==> src/rtl/scoreboard_hazard_unit.sv <==
// Scoreboard-based hazard unit for the in-order MIPS pipeline: per-register
// ready countdowns drive load-use and branch-in-ID stalls plus a stall counter.
module scoreboard_hazard_unit #(
   parameter int NUM_REGS     = 32,
   parameter int REG_ADDR_W   = 5,
   parameter int ALU_LAT      = 1,
   parameter int LOAD_LAT     = 2,
   parameter int BRANCH_IN_ID = 1,
   parameter int STAT_W       = 32
) (
   input  logic                  clk,
   input  logic                  rst,
   input  logic                  id_valid,
   input  logic                  id_flush,
   input  logic [REG_ADDR_W-1:0] id_rs,
   input  logic                  id_rs_used,
   input  logic [REG_ADDR_W-1:0] id_rt,
   input  logic                  id_rt_used,
   input  logic                  id_is_branch,
   input  logic                  id_reg_write,
   input  logic                  id_mem_read,
   input  logic [REG_ADDR_W-1:0] id_rd,
   output logic                  stall,
   output logic                  pc_write,
   output logic                  if_id_write,
   output logic                  id_ex_bubble,
   output logic [STAT_W-1:0]     stall_cycles
);

   localparam int CW = $clog2(LOAD_LAT + 1);
   localparam logic [CW-1:0]       ALU_C  = CW'(ALU_LAT);
   localparam logic [CW-1:0]       LOAD_C = CW'(LOAD_LAT);
   localparam logic [REG_ADDR_W:0] NREGS  = (REG_ADDR_W + 1)'(NUM_REGS);

   logic [CW-1:0] cnt [NUM_REGS];
   logic [CW-1:0] need;
   logic [CW-1:0] rs_cnt;
   logic [CW-1:0] rt_cnt;
   logic          rs_blocked;
   logic          rt_blocked;
   logic          issue;

   // Branches resolved in ID need the value one cycle earlier than a normal consumer.
   always_comb begin
      need       = (BRANCH_IN_ID != 0 && id_is_branch) ? '0 : CW'(1);
      rs_cnt     = ({1'b0, id_rs} < NREGS) ? cnt[id_rs] : '0;
      rt_cnt     = ({1'b0, id_rt} < NREGS) ? cnt[id_rt] : '0;
      rs_blocked = id_rs_used && (id_rs != '0) && (rs_cnt > need);
      rt_blocked = id_rt_used && (id_rt != '0) && (rt_cnt > need);
      stall      = id_valid && !id_flush && (rs_blocked || rt_blocked);
      issue      = id_valid && !id_flush && !stall && id_reg_write && (id_rd != '0);
   end

   assign pc_write     = ~stall;
   assign if_id_write  = ~stall;
   assign id_ex_bubble = stall | id_flush;

   // Youngest producer overwrites any pending count; others age toward zero.
   always_ff @(posedge clk or posedge rst) begin
      if (rst) begin
         for (int unsigned r = 0; r < NUM_REGS; r++) cnt[r] <= '0;
      end else begin
         cnt[0] <= '0;
         for (int unsigned r = 1; r < NUM_REGS; r++) begin
            if (issue && id_rd == REG_ADDR_W'(r))
               cnt[r] <= id_mem_read ? LOAD_C : ALU_C;
            else if (cnt[r] != '0)
               cnt[r] <= cnt[r] - CW'(1);
         end
      end
   end

   always_ff @(posedge clk or posedge rst) begin
      if (rst)
         stall_cycles <= '0;
      else if (stall && stall_cycles != '1)
         stall_cycles <= stall_cycles + STAT_W'(1);
   end

endmodule

==> config.mk <==
export PLATFORM = sky130hd
export DESIGN_NAME = scoreboard_hazard_unit
export DESIGN_NICKNAME = d
export VERILOG_FILES = /design/src/rtl/scoreboard_hazard_unit.sv
export SDC_FILE = /design/constraint.sdc
export NUM_CORES = 1
export LEC_CHECK = 0
export ABC_AREA = 1
export CAP_MARGIN = 20
export CORE_MARGIN = 3
export CORE_UTILIZATION = 48
export CTS_CLUSTER_DIAMETER = 200
export DETAILED_ROUTE_END_ITERATION = 8
export PLACE_DENSITY = 0.73
export SYNTH_ARGS = -nofsm -noshare
export SYNTH_HDL_FRONTEND = slang
export SYNTH_SLANG_ARGS = --single-unit
==> constraint.sdc <==
create_clock -name clk -period 4.3 [get_ports clk]
set_input_delay 0.86 -clock clk [delete_from_list [all_inputs] [get_ports clk]]
set_output_delay 0.86 -clock clk [all_outputs]
set_load 0.1 [all_outputs]
==> flow_summary.toml <==
[grt]
grt_pass1_wl_um = 33700
grt_overflow = 0
grt_max_degree = 64
grt_usage_pct = 24.9
grt_pass1_vias = 6767
antenna_found_initial = 0

[min_path]
min_to = "stall_cycles[31]"
min_from = "stall_cycles[31]"
hold_depth = 2
hold_path.class = "reg -> reg"

[finish]
antenna_cells = 0
drive_gt1_share_pct = 5.69
area_delta_synth_final_pct = 17.1
final_nets = 1250
stdcell_count = 1380
most-common-layout-cells = "nand2_1, inv_1, nand3_1"
final_common_cell = "nand2_1"

[run_status]
outcome = "finished, final reports clean"

[floorplan]
die_w_um = 131
start_util_pct = 50.1
die-area_sq_mm = 0.0171
io_pins = 60
rows = 44
design.core.area_sq_mm = 0.0149
die_y_um = 131

[worst_setup_path]
crit_type = "in -> out"
r2r_start = "cnt[40]"
worst-r2r-cell-count = 16
start_kind = "input pin"
required_ns = 3.44
rrSetupSlack_ns = 1.58
crit_start = "id_rt[0]"
r2r_end = "stall_cycles[29]"
arrival_ns = 3.28
cp_max_fo = 19
crit_path_end_kind = "primary output"

[place]
placed_cells = 1365
post-dp-hpwl_um = 15200
globalplace.congestion = 0.970
io_buffers = 59

[timing]
fmax_ghz = 0.241
tightest_slew_ns = 0.987
fin_worst_skew_ns = 0.00824
setup_viol = 0
rsz0062_at_grt = "no"
min_period_ns = 4.14
finalHoldViolCount = 0
slew_violations = 0
max_slew_margin_pct = 34.0
fin_crit_sh_pct = 96.3

[synthesis]
synth-edff-count = 0
yosys_warnings = 0
synth_ff_type = "dfrtp_1"
avgSynthCellArea_sq_um = 6.55
yosys_register_bits = 94
ys_seq_area_share_pct = 31.6
syn_area_sq_mm = 0.00745
synthesis.nets = 1195
ys_types = 31
syn_inst = 1137
synthArstFlopShare_pct = 100

[power]
seq_power_share_pct = 32.7
swShare_pct = 43.8
comb_power_share_pct = 48.9
power.switching_mw = 2.16
p_per_area_mw_per_mm2 = 565
irDropWorstVdd_uv = 343
internal_power_mw = 2.77
p_leak_nw = 4.44
power.total_mw = 4.93
pwr-share-clk_pct = 18.4

[clock_tree]
numCtsBuffers = 9
tritoncts = "built"
h-tree-depth = 3
clock_latency_ns = 0.36
clock_path_buffers = 2
clkTransAtPathRegs_ns = 0.07
cts_sinks = 94
clock-root-buffer = "clkbuf_16"
post_cts_buffers = 0

[drt]
dr_total_vias = 7501
vias_per_cell = 5.44
ant_nets = 0
drt-initial-drc-count = 823
drc = 0
avgRoutedWirePerCell_um = 15.0
wirelength_um = 20700
drt_pass1_iterations = 5

[job]
maxCapViolations = 0
stage by stage:
stage / area (sq um) / hold slack (ns) / worst slack [ns] / TNS (ns) / util [%]
2_1_floorplan: 7470 / 0.563 / 0.0369 / 0 / -
6_report: 8730 / 0.536 / 0.157 / 0 / 58.7
3_3_place_gp: 8380 / 0.515 / -0.0637 / -0.110 / 56.4
3_5_place_dp: 8380 / 0.526 / -0.0754 / -0.127 / 56.4
5_1_grt: 8730 / 0.594 / 0.00227 / 0 / 58.7
4_1_cts: 8710 / 0.540 / 0.00770 / 0 / 58.6
repair_timing:
action | in CTS | in global routing
setup endpoints to repair | 2 | 4
gates resized for setup | 1 | 7
pin swaps | 1 | 0
hold buffers | 0 | 0
worst max-delay path, cell delays in order:
cell           delay (ns)
dlygate4sd2_1        0.27
inv_2                0.06
buf_4                0.20
buf_4                0.15
a21oi_1              0.06
o21ai_0              0.18
nand3_1              0.10
a32o_1               0.22
ha_1                 0.26
or2_2                0.27
nand3_1              0.08
nand2_1              0.10
nand2_4              0.11
nand2_4              0.10
clkinvlp_4           0.10
buf_12               0.16
layer usage:
layer	track usage, %	share of wire (%)	vias up
li1	-	-	3727
met1	37.2	46	3429
met2	36.2	42	307
met4	9.62	2.3	0
met5	0	0	-
met3	3.78	9.0	38
synthesized netlist by cell type (3+ instances only):
| cell type | n | area, sq um |
|---|---|---|
| a21oi_1 | 29 | 145 |
| buf_2 | 25 | 125 |
| buf_4 | 8 | 60.1 |
| clkbuf_1 | 11 | 41.3 |
| dfrtp_1 | 94 | 2350 |
| ha_1 | 34 | 425 |
| inv_1 | 184 | 691 |
| inv_2 | 5 | 18.8 |
| nand2_1 | 312 | 1170 |
| nand3_1 | 147 | 736 |
| nand4_1 | 42 | 263 |
| nor2_1 | 79 | 297 |
| nor3_1 | 10 | 50.1 |
| nor4_1 | 8 | 50.1 |
| o211ai_1 | 3 | 22.5 |
| o21ai_0 | 45 | 225 |
| o21ai_1 | 23 | 115 |
| xnor2_1 | 8 | 70.1 |
| xor2_1 | 54 | 473 |
sequential cells by signal, indices dropped and copies added (netlist names):
| register | count |
|---|---|
| cnt | 62 |
| stall_cycles | 32 |
power by group through the flow:
stage,Sequential [mW],Combinational (mW),Clock [mW]
2_1_floorplan,1.60,1.86,0
3_3_place_gp,1.62,2.32,0
3_5_place_dp,1.62,2.40,0
4_1_cts,1.61,2.42,0.924
5_1_grt,1.65,2.84,0.957
6_report,1.61,2.41,0.907
cells by family after synthesis:
kind of cell | after synthesis | share of synthesized area [%]
compound gates | 103 | 7.14
fa+ha+maj | 34 | 5.71
simple gates | 607 | 35.5
buf+inv | 237 | 12.8
flops | 94 | 31.6
xor+xnor | 62 | 7.29
worst max-delay path by stage:
stage	end	slack, ns
floorplan	stall	0.04
global placement	stall	-0.06
detailed placement	stall	-0.08
CTS	stall	0.008
global route	stall	0.002
finish	stall	0.16
cell type report:
cell class	count	area, sq um
Sequential cell	94	2350
Multi-Input combinational cell	806	4160
Fill cell	1437	6140
Clock inverter	4	78.8
Inverter	191	728
Clock buffer	11	253
Tap cell	184	230
Timing Repair Buffer	90	923
Power figures use the tool's default switching activity.
